==> config.mk <==
export PLATFORM = sky130hd
export DESIGN_NAME = decode_stage
export DESIGN_NICKNAME = d
export VERILOG_FILES = /design/src/rtl/decode_stage.sv
export SDC_FILE = /design/constraint.sdc
export NUM_CORES = 1
export LEC_CHECK = 0
export CAP_MARGIN = 20
export CORE_ASPECT_RATIO = 2
export CORE_MARGIN = 8
export CORE_UTILIZATION = 35
export DETAILED_ROUTE_END_ITERATION = 12
export PLACE_DENSITY = 0.55
export SLEW_MARGIN = 20
export SYNTH_ARGS = -nofsm -noshare
export SYNTH_HDL_FRONTEND = slang
export SYNTH_SLANG_ARGS = --single-unit
export TNS_END_PERCENT = 20
==> constraint.sdc <==
create_clock -name clk -period 6.8 [get_ports clk]
set_clock_uncertainty 0.05 [all_clocks]
set_input_delay 2.04 -clock clk [delete_from_list [all_inputs] [get_ports clk]]
set_output_delay 2.04 -clock clk [all_outputs]
set_load 0.1 [all_outputs]
==> src/rtl/decode_stage.sv <==
// decode_stage: instruction buffer, operand forwarding and decode into the
// ID/EX pipeline register.
//   clk, reset            clock, synchronous active-high reset
//   if_valid/if_ready     fetch handshake; if_pc/if_insn fetch word
//   gpr_rd_addr_0/1       rs/rt of the buffer head; gpr_rd_data_0/1 same-cycle data
//   fwd_*                 downstream forwarding sources, index 0 = youngest
//   ex_stall, flush       downstream hold, discard all decode state
//   id_*                  registered decode results; ld_hazard combinational
module decode_stage #(
  parameter int DATA_W     = 32,
  parameter int REG_AW     = 5,
  parameter int FWD_STAGES = 2,
  parameter int IBUF_DEPTH = 4,
  parameter int BR_SHIFT   = 0
) (
  input  logic                       clk,
  input  logic                       reset,
  input  logic                       if_valid,
  output logic                       if_ready,
  input  logic [DATA_W-1:0]          if_pc,
  input  logic [DATA_W-1:0]          if_insn,
  output logic [REG_AW-1:0]          gpr_rd_addr_0,
  output logic [REG_AW-1:0]          gpr_rd_addr_1,
  input  logic [DATA_W-1:0]          gpr_rd_data_0,
  input  logic [DATA_W-1:0]          gpr_rd_data_1,
  input  logic [FWD_STAGES-1:0]      fwd_en,
  input  logic [FWD_STAGES-1:0]      fwd_we_,
  input  logic [FWD_STAGES-1:0]      fwd_is_load,
  input  logic [FWD_STAGES*REG_AW-1:0] fwd_addr,
  input  logic [FWD_STAGES*DATA_W-1:0] fwd_data,
  input  logic                       ex_stall,
  input  logic                       flush,
  output logic                       id_valid,
  output logic [DATA_W-1:0]          id_pc,
  output logic [3:0]                 id_alu_op,
  output logic [3:0]                 id_mem_op,
  output logic [1:0]                 id_exp_code,
  output logic [DATA_W-1:0]          id_alu_in_0,
  output logic [DATA_W-1:0]          id_alu_in_1,
  output logic [DATA_W-1:0]          id_mem_wr_data,
  output logic [REG_AW-1:0]          id_dst_addr,
  output logic                       id_gpr_we_,
  output logic                       id_br_taken,
  output logic [DATA_W-1:0]          id_br_addr,
  output logic                       ld_hazard
);

  localparam int PTR_W = (IBUF_DEPTH > 1) ? $clog2(IBUF_DEPTH) : 1;
  localparam int CNT_W = PTR_W + 1;

  localparam logic [3:0] ALU_NOP = 4'd0,  ALU_ADD = 4'd1,  ALU_ADDU = 4'd2, ALU_SUB = 4'd3,
                         ALU_SUBU = 4'd4, ALU_AND = 4'd5,  ALU_OR = 4'd6,   ALU_XOR = 4'd7,
                         ALU_NOR = 4'd8,  ALU_SLT = 4'd9,  ALU_SLTU = 4'd10, ALU_SLL = 4'd11,
                         ALU_SRL = 4'd12, ALU_SRA = 4'd13;
  localparam logic [3:0] MEM_NOP = 4'd0, MEM_LB = 4'd1, MEM_LBU = 4'd2, MEM_LH = 4'd3,
                         MEM_LHU = 4'd4, MEM_LW = 4'd5, MEM_SB = 4'd6,  MEM_SH = 4'd7,
                         MEM_SW = 4'd8;
  localparam logic [1:0] EXP_NONE = 2'd0, EXP_UNDEFINSN = 2'd1;

  logic [DATA_W-1:0] pc_mem   [IBUF_DEPTH];
  logic [DATA_W-1:0] insn_mem [IBUF_DEPTH];
  logic [PTR_W-1:0]  wr_ptr, rd_ptr;
  logic [CNT_W-1:0]  count;
  logic              push, pop, head_valid;
  logic [DATA_W-1:0] head_pc, head_insn;

  assign if_ready   = (count != CNT_W'(IBUF_DEPTH));
  assign head_valid = (count != '0);
  assign head_pc    = pc_mem[rd_ptr];
  assign head_insn  = insn_mem[rd_ptr];
  assign push       = if_valid && if_ready;
  assign pop        = head_valid && !ld_hazard && !ex_stall;

  logic [5:0]        opcode, funct;
  logic [4:0]        rt_f;
  logic [REG_AW-1:0] rs_addr, rt_addr, rd_addr;
  logic [DATA_W-1:0] imm_s, imm_z, shamt, br_tgt, j_tgt;

  assign opcode  = head_insn[31:26];
  assign funct   = head_insn[5:0];
  assign rt_f    = head_insn[20:16];
  assign rs_addr = REG_AW'(head_insn[25:21]);
  assign rt_addr = REG_AW'(head_insn[20:16]);
  assign rd_addr = REG_AW'(head_insn[15:11]);
  assign imm_s   = {{(DATA_W-16){head_insn[15]}}, head_insn[15:0]};
  assign imm_z   = DATA_W'(head_insn[15:0]);
  assign shamt   = DATA_W'(head_insn[10:6]);
  assign br_tgt  = head_pc + (imm_s << BR_SHIFT);
  assign j_tgt   = (head_pc & ~DATA_W'(32'h0fff_ffff)) | DATA_W'({head_insn[25:0], 2'b00});

  assign gpr_rd_addr_0 = rs_addr;
  assign gpr_rd_addr_1 = rt_addr;

  // Operand select: walk from oldest to youngest so the lowest matching
  // index wins, carrying its load flag with it.
  logic [DATA_W-1:0] op0, op1;
  logic              op0_ld, op1_ld;

  always_comb begin
    op0    = gpr_rd_data_0;
    op1    = gpr_rd_data_1;
    op0_ld = 1'b0;
    op1_ld = 1'b0;
    for (int k = FWD_STAGES - 1; k >= 0; k--) begin
      if (fwd_en[k] && !fwd_we_[k] && fwd_addr[k*REG_AW +: REG_AW] == rs_addr) begin
        op0    = fwd_data[k*DATA_W +: DATA_W];
        op0_ld = fwd_is_load[k];
      end
      if (fwd_en[k] && !fwd_we_[k] && fwd_addr[k*REG_AW +: REG_AW] == rt_addr) begin
        op1    = fwd_data[k*DATA_W +: DATA_W];
        op1_ld = fwd_is_load[k];
      end
    end
    if (rs_addr == '0) begin
      op0    = '0;
      op0_ld = 1'b0;
    end
    if (rt_addr == '0) begin
      op1    = '0;
      op1_ld = 1'b0;
    end
  end

  assign ld_hazard = head_valid && (op0_ld || op1_ld);

  logic [3:0]        d_alu, d_mem;
  logic [1:0]        d_exp;
  logic [DATA_W-1:0] d_in0, d_in1, d_wdata, d_br_addr;
  logic [REG_AW-1:0] d_dst;
  logic              d_we_, d_taken, undef;
  logic              op0_ltz, op0_eqz;

  assign op0_ltz = op0[DATA_W-1];
  assign op0_eqz = (op0 == '0);

  always_comb begin
    d_alu     = ALU_NOP;
    d_mem     = MEM_NOP;
    d_exp     = EXP_NONE;
    d_in0     = op0;
    d_in1     = imm_s;
    d_wdata   = '0;
    d_dst     = rt_addr;
    d_we_     = 1'b1;
    d_taken   = 1'b0;
    d_br_addr = br_tgt;
    undef     = 1'b0;
    case (opcode)
      6'h00: begin
        d_dst = rd_addr;
        d_we_ = 1'b0;
        d_in1 = op1;
        case (funct)
          6'h00: begin d_alu = ALU_SLL; d_in0 = op1; d_in1 = shamt; end
          6'h02: begin d_alu = ALU_SRL; d_in0 = op1; d_in1 = shamt; end
          6'h03: begin d_alu = ALU_SRA; d_in0 = op1; d_in1 = shamt; end
          6'h04: begin d_alu = ALU_SLL; d_in0 = op1; d_in1 = op0; end
          6'h06: begin d_alu = ALU_SRL; d_in0 = op1; d_in1 = op0; end
          6'h07: begin d_alu = ALU_SRA; d_in0 = op1; d_in1 = op0; end
          6'h20: d_alu = ALU_ADD;
          6'h21: d_alu = ALU_ADDU;
          6'h22: d_alu = ALU_SUB;
          6'h23: d_alu = ALU_SUBU;
          6'h24: d_alu = ALU_AND;
          6'h25: d_alu = ALU_OR;
          6'h26: d_alu = ALU_XOR;
          6'h27: d_alu = ALU_NOR;
          6'h2a: d_alu = ALU_SLT;
          6'h2b: d_alu = ALU_SLTU;
          default: undef = 1'b1;
        endcase
      end
      6'h01: begin
        if (rt_f == 5'd0)      d_taken = op0_ltz;
        else if (rt_f == 5'd1) d_taken = !op0_ltz;
        else                   undef = 1'b1;
      end
      6'h02: begin d_taken = 1'b1; d_br_addr = j_tgt; end
      6'h03: begin
        // JAL carries the link value through the ALU as pc+4 + 0.
        d_taken   = 1'b1;
        d_br_addr = j_tgt;
        d_alu     = ALU_ADDU;
        d_in0     = head_pc + DATA_W'(4);
        d_in1     = '0;
        d_dst     = REG_AW'(5'd31);
        d_we_     = 1'b0;
      end
      6'h04: d_taken = (op0 == op1);
      6'h05: d_taken = (op0 != op1);
      6'h06: d_taken = op0_ltz || op0_eqz;
      6'h07: d_taken = !op0_ltz && !op0_eqz;
      6'h08: begin d_alu = ALU_ADD;  d_we_ = 1'b0; end
      6'h09: begin d_alu = ALU_ADDU; d_we_ = 1'b0; end
      6'h0c: begin d_alu = ALU_AND;  d_we_ = 1'b0; d_in1 = imm_z; end
      6'h0d: begin d_alu = ALU_OR;   d_we_ = 1'b0; d_in1 = imm_z; end
      6'h0e: begin d_alu = ALU_XOR;  d_we_ = 1'b0; d_in1 = imm_z; end
      6'h20: begin d_alu = ALU_ADDU; d_mem = MEM_LB;  d_we_ = 1'b0; end
      6'h21: begin d_alu = ALU_ADDU; d_mem = MEM_LH;  d_we_ = 1'b0; end
      6'h23: begin d_alu = ALU_ADDU; d_mem = MEM_LW;  d_we_ = 1'b0; end
      6'h24: begin d_alu = ALU_ADDU; d_mem = MEM_LBU; d_we_ = 1'b0; end
      6'h25: begin d_alu = ALU_ADDU; d_mem = MEM_LHU; d_we_ = 1'b0; end
      6'h28: begin d_alu = ALU_ADDU; d_mem = MEM_SB; d_wdata = op1; end
      6'h29: begin d_alu = ALU_ADDU; d_mem = MEM_SH; d_wdata = op1; end
      6'h2b: begin d_alu = ALU_ADDU; d_mem = MEM_SW; d_wdata = op1; end
      default: undef = 1'b1;
    endcase
    if (undef) begin
      d_alu   = ALU_NOP;
      d_mem   = MEM_NOP;
      d_exp   = EXP_UNDEFINSN;
      d_we_   = 1'b1;
      d_taken = 1'b0;
      d_in0   = '0;
      d_in1   = '0;
      d_wdata = '0;
      d_dst   = '0;
    end
  end

  always_ff @(posedge clk) begin
    if (push) begin
      pc_mem[wr_ptr]   <= if_pc;
      insn_mem[wr_ptr] <= if_insn;
    end
  end

  // A popped taken branch drops everything behind it, including a word
  // written on the same edge, so the buffer simply restarts empty.
  always_ff @(posedge clk) begin
    if (reset || flush || (pop && d_taken)) begin
      wr_ptr <= '0;
      rd_ptr <= '0;
      count  <= '0;
    end else begin
      if (push) wr_ptr <= wr_ptr + PTR_W'(1);
      if (pop)  rd_ptr <= rd_ptr + PTR_W'(1);
      case ({push, pop})
        2'b10:   count <= count + CNT_W'(1);
        2'b01:   count <= count - CNT_W'(1);
        default: count <= count;
      endcase
    end
  end

  always_ff @(posedge clk) begin
    if (reset || flush || (!ex_stall && !pop)) begin
      id_valid       <= 1'b0;
      id_pc          <= '0;
      id_alu_op      <= ALU_NOP;
      id_mem_op      <= MEM_NOP;
      id_exp_code    <= EXP_NONE;
      id_alu_in_0    <= '0;
      id_alu_in_1    <= '0;
      id_mem_wr_data <= '0;
      id_dst_addr    <= '0;
      id_gpr_we_     <= 1'b1;
      id_br_taken    <= 1'b0;
      id_br_addr     <= '0;
    end else if (pop) begin
      id_valid       <= 1'b1;
      id_pc          <= head_pc;
      id_alu_op      <= d_alu;
      id_mem_op      <= d_mem;
      id_exp_code    <= d_exp;
      id_alu_in_0    <= d_in0;
      id_alu_in_1    <= d_in1;
      id_mem_wr_data <= d_wdata;
      id_dst_addr    <= d_dst;
      id_gpr_we_     <= d_we_;
      id_br_taken    <= d_taken;
      id_br_addr     <= d_br_addr;
    end
  end

endmodule

==> impl_metrics.py <==
metrics = {
    "synthesis": {
        "synth_ff_type": "edfxtp_1",
        "yosysUniqueCellTypes": 71,
        "synthArstFlopShare": 0,
        "syn_nets": 2470,
        "synth_warnings": 0,
        "synth-edff-count": 256,
        "netlist_instances": 2218,
        "netlist_area_mm2": 0.0226,
        "yosysSeqAreaShare": 0.504,
        "syn_area_per_cell_um2": 10.2,
        "ys_seq_elements": 442,
    },
    "worst_setup_path": {
        "r2r_setup_slack_ps": 1350,
        "crit_slowest_cell": "or4_1",
        "crit_arrival_ps": 4360,
        "critPathMaxStageDelay_ps": 580,
        "crit_buf_inv": 2,
        "r2r_cells": 14,
        "r2r_end": "id_br_addr[30]",
        "cp-end-kind": "output port",
        "cp.required_ps": 4710,
        "path_delay_family": "simple AND/OR/NAND/NOR gates",
        "crit_fanout": 3,
        "crit_end": "ld_hazard",
        "start_kind": "primary input",
        "critPathLaunch": "fwd_addr[8]",
        "worstSetupPathType": "primary input to output port",
        "cp.depth": 9,
        "critical_path.cell_chain": "clkdlybuf4s50_1, xnor2_1, or4_1, a21oi_1, nand2_1, o21ai_0, a22oi_1, nor2_1, buf_12",
    },
    "layout": {
        "num-nets-final": 2830,
        "final_common_cell": "clkdlybuf4s50_1",
        "area_growth_pct": 28.8,
        "layout_common_cells": "400 x clkdlybuf4s50_1, 256 x edfxtp_1, 216 x nor2_1, 184 x dfxtp_1, 166 x a21oi_1",
        "drive_gt1_frac": 0.0981,
        "postLayoutCoreUtil": 0.453,
        "fin_cells": 3416,
    },
    "clocking": {
        "cts_hold_buf": 0,
        "cts_made_buffers": 41,
        "htreeDepth": 2,
        "cts_buffer_depth": 3,
        "post-cts-setup-buffers": 0,
        "cts_sinks": 442,
        "clk_pin_slew_ps": 70,
        "cts_root_buffer": "clkbuf_16",
        "cts_resized": 0,
        "clk_latency_ps": 570,
        "cts_tree": "done",
    },
    "global_route": {
        "grtUsageMet3": 0.0514,
        "grt_overflow_total": 0,
        "grt_pass1_wl_um": 138000,
        "busiest_layer": "met2",
        "gr-usage-met2": 0.392,
        "grt_util_met1": 0.329,
        "grt_start_max_net_pins": 100,
        "grt_usage": 0.251,
        "antenna_found_initial": 7,
        "grt_pass1_vias": 19700,
    },
    "timing": {
        "final_hold_viol_count": 0,
        "period_needed_ps": 6450,
        "tns_ps": 0,
        "drv_slew": 0,
        "rsz0062_at_grt": "no",
        "post-route-period-util": 0.949,
        "fmaxAchievable_ghz": 0.155,
        "setup_viol": 0,
        "worst_slew_pin_slew_ps": 1130,
        "max_slew_margin": 0.242,
    },
    "job": {
        "maxCapViolations": 0,
    },
    "floorplanning": {
        "dieHeight_um": 376,
        "row_count": 132,
        "core_region_area_mm2": 0.0644,
        "die_area_mm2": 0.0736,
        "die_w_um": 196,
        "start_util": 0.352,
        "ios": 403,
    },
    "route": {
        "routedWlPerCell_um": 27.8,
        "vias": 20200,
        "vias_per_cell": 5.91,
        "drt_iter0_markers": 1863,
        "wl_um": 95100,
        "antenna_left": 0,
        "drcViolationCount": 0,
        "dr.pass1.iters": 7,
    },
    "run_status": {
        "status": "finished clean",
    },
    "placed_design": {
        "globalplace.congestion": 0.935,
        "io_buffers": 401,
        "dp_cells": 3338,
        "place_hpwl_um": 70600,
    },
    "power": {
        "power.leakage_nw": 9.51,
        "vdd_drop_max_uv": 164,
        "p_per_area_mw_per_mm2": 224,
    },
    "min_path": {
        "hp-class": "flip-flop to flip-flop",
    },
}
## worst register-to-register path, delay by kind of cell, from the launching register on
family	cells	cell delay, ps
flops	1	750
fa+ha+maj	1	400
compound gates	8	2190
buf+inv	1	440
mux	1	710
simple gates	3	820
## logic make-up (layout without fill, tap and decap cells)
group                    Yosys count  after routing  share of synthesized area
flip-flops                       442            442                      0.504
AND/OR/NAND/NOR                  738            738                      0.154
buffers and inverters            207            599                     0.0365
other                              1              3                   0.000166
XOR/XNOR                          89             89                     0.0344
multiplexers                      84             84                     0.0698
adder cells (fa/ha/maj)           39             39                     0.0222
AO/OA/AOI/OAI                    618            618                      0.179
## layout make-up
type / instances / area (µm²)
antenna: 2 / 5.00
clock buffer: 56 / 1190
clock inverter: 19 / 190
fill: 6184 / 35200
inverter: 37 / 139
multi-input combinational: 1569 / 10400
sequential: 442 / 11400
tap: 804 / 1010
timing repair buffer: 487 / 4780
## through the flow
step           area (µm²)  total power, mW  hold slack, ps  setup slack (ps)
6_report            29200             6.52             405               345
5_1_grt             29200             6.75             422               193
3_3_place_gp        27800             4.16             384               382
3_5_place_dp        27800             4.16             397               386
4_1_cts             29100             6.56             406               361
2_1_floorplan       22600             3.65             472              17.7
## sequential cells by signal (all words and copies together), names as in the netlist, 2 cells and up, named ones only
register / flops
wr_ptr: 2
id_mem_wr_data: 32
id_dst_addr: 5
id_br_addr: 32
id_pc: 32
id_alu_op: 4
count: 3
id_mem_op: 4
id_alu_in_1: 32
rd_ptr: 2
pc_mem: 128
insn_mem: 128
id_alu_in_0: 32
## synthesized netlist by cell type, types with 20 or more instances
| library cell | instances | area, µm² |
|---|---|---|
| xnor2_1 | 55 | 482 |
| o21ai_0 | 145 | 726 |
| a21oi_1 | 166 | 831 |
| a221oi_1 | 58 | 508 |
| dfxtp_1 | 186 | 3720 |
| or3_1 | 24 | 150 |
| or2_2 | 23 | 144 |
| a21o_1 | 21 | 158 |
| nor3_1 | 103 | 515 |
| nand3_1 | 59 | 295 |
| and2_1 | 43 | 269 |
| nand4_1 | 24 | 150 |
| ha_1 | 37 | 463 |
| mux2i_1 | 23 | 230 |
| xor2_1 | 34 | 298 |
| a311oi_1 | 33 | 289 |
| clkbuf_1 | 132 | 495 |
| nand2_1 | 165 | 619 |
| inv_1 | 36 | 135 |
| mux4_2 | 59 | 1330 |
| edfxtp_1 | 256 | 7690 |
| o22ai_1 | 20 | 125 |
| a22oi_1 | 63 | 473 |
| nor2_1 | 218 | 818 |
| nor4_1 | 33 | 206 |
## layer usage
metal	up-vias	share of wire	wire, µm
met4	8	0.051	4840
met2	1030	0.45	42700
met1	9808	0.42	39800
met3	195	0.081	7690
li1	9132	-	-
met5	-	0.00054	51
## worst min-delay path by stage
| stage | from | to | slack (ps) | cells after the start |
|---|---|---|---|---|
| after CTS | id_pc[25] | id_pc[25] | 410 | 2 |
| after global placement | id_valid | id_valid | 380 | 2 |
| after global routing | id_pc[24] | id_pc[24] | 420 | 2 |
| after floorplan | count[1] | count[1] | 470 | 2 |
| final | id_pc[26] | id_pc[26] | 410 | 2 |
| after detailed placement | id_pc[25] | id_pc[25] | 400 | 2 |
## report_power, final
group          total (mW)  internal [mW]  switching, mW  leakage, nW
clock network        2.40           1.32           1.08        0.675
logic                1.22          0.440          0.784         4.99
registers            2.90           2.88         0.0195         3.85
total                6.52           4.64           1.88         9.51
Note: power is estimated with default switching activity, not from simulation.
==> RTL edit: new RTL, same flow settings <==
Change the parameter `IBUF_DEPTH` from 4 to 8.
--- a/src/rtl/decode_stage.sv
+++ b/src/rtl/decode_stage.sv
@@ -10,7 +10,7 @@
   parameter int DATA_W     = 32,
   parameter int REG_AW     = 5,
   parameter int FWD_STAGES = 2,
-  parameter int IBUF_DEPTH = 4,
+  parameter int IBUF_DEPTH = 8,
   parameter int BR_SHIFT   = 0
 ) (
   input  logic                       clk,
Behaviour: same outputs for any inputs over 4 cycles, from zero or initial values; that may be too few to reach the edited logic, so the function may still have changed.
==> RTL edit against the original RTL <==
  * Sequential power is 61% higher
  * Synthesized area is 47% higher
  * Combinational power is 20% higher
  * Sequential cell count is 260 higher
  * Worst setup slack worse by 0.22 ns
  * Cell area is 43% higher
  * Total power is 52% higher
  * Wire length is 38% higher
  * Critical path depth is 1 higher
  * Largest cell class unchanged
  * Largest power group unchanged
==> RTL edit: results (changes against the original RTL) <==
| Metric | Value |
|---|---|
| Fillers | 8822 (+43%) |
| H-tree Lvls | 3 (+1) |
| Worst skew pair latency | 0.66 ns (+0.09 ns) |
| Peak supply drop | 0.215 mV (+31%) |
| Fin cells | 4426 (+30%) |
| Worst Setup Slack post-DPL | -0.0504 ns (-0.436 ns) |
| Largest net degree at the start of global routing | 117 (+17%) |
| Status | completed |
| Met3 Usage GRT | 5.13% (-0.0084 points) |
| Nets | 3405 (+20%) |
| Final WL | 131000 um (+38%) |
| Slew HR | 21.4% (-2.7 points) |
| Met1 Use GR | 32.0% (-0.84 points) |
| Gpl congestion | 1.01 (+7.8%) |
| #MultiIn Comb | 1765 (+12%) |
| Non-clk invs | 55 (+49%) |
| Non-clock buffer share | 12.8% (-3.6 points) |
| Setup TNS | 0 ns (unchanged) |
| M1 WL | 54700 um (+38%) |
| Critical Path AT | 4.58 ns (+0.22 ns) |
| Yosys cell types | 90 (+27%) |
| Synth cell count leaders | edfxtp_1, nor2_1, dfxtp_1 |
| Total chip power | 0.00994 W (+52%) |
| Initial antenna violation count | 13 (+6) |
| Cts repair resizes | 1 (+1) |
| Met2 GRT Util | 37.3% (-1.9 points) |
| Fraction of area in multi-input gates | 31.7% (-4.1 points) |
| Count of state elements after synthesis | 702 (+59%) |
| First-pass GRT wire length | 184000 um (+33%) |
| Max incr delay on CP | 0.55 ns (-0.03 ns) |
| Dpl hpwl | 95400 um (+35%) |
| Max Used Layer | met5 |
| Syn Nets | 2961 (+20%) |
| Vias in the first global route | 24942 (+27%) |
| Leak | 13.6 nW (+43%) |
| All-Layer GR Usage | 24.0% (-1.0 points) |
| Clk pwr | 0.00382 W (+59%) |
| Initial DRC count | 2556 (+37%) |
| NetSw | 0.00270 W (+43%) |
| Clock buffers and inverters, area share | 5.32% (+0.59 points) |
| Clk_buf instances | 83 (+48%) |
| Sequential share of power | 46.9% (+2.5 points) |
| Sequential cell area | 0.0192 sq mm (+68%) |
| Syn-to-layout area delta | 25.1% |
| DR WL met2 | 58700 um (+37%) |
| Ranking of synthesized cells by area | edfxtp_1, dfxtp_1, mux4_2 |
| TritonRoute pass-1 iters | 6 (-1) |
| Number of CTS-inserted buffers | 67 (+63%) |
| Critical-path top delay cell | clkdlybuf4s50_1 |
| Number of synthesized flops with an enable pin | 512 (+100%) |
| Placed Cells | 4299 (+29%) |
| Placed inst area | 0.0395 sq mm (+42%) |
| Regs by FF count | insn_mem (256), pc_mem (256) |
-- RTL edit: cell families (layout without fill, tap and decap cells) --
family                     after synthesis  after routing  synth area share [%]
AOI/OAI and AO/OA                      659            659                  13.5
xor gates and xnor gates                80             80                  2.10
adders and majority gates               39             39                  1.51
buffers and inverters                  242            740                  3.19
DFF                                    702            702                  57.5
muxes                                  241            241                  11.5
other                                    1              5                0.0112
and+or+nand+nor                        745            745                  10.7
-- RTL edit: worst paths after layout --
path | from | to | slack [ns] | cells after the start
setup / recovery | fwd_addr[2] | ld_hazard | 0.13 | 10
hold / removal | id_valid$_SDFFE_PP0P_ | id_valid$_SDFFE_PP0P_ | 0.40 | 2
setup reg to reg | register | count[2]$_SDFFE_PP0P_ | 0.96 | 20
hold reg to reg | id_valid$_SDFFE_PP0P_ | id_valid$_SDFFE_PP0P_ | 0.40 | 2
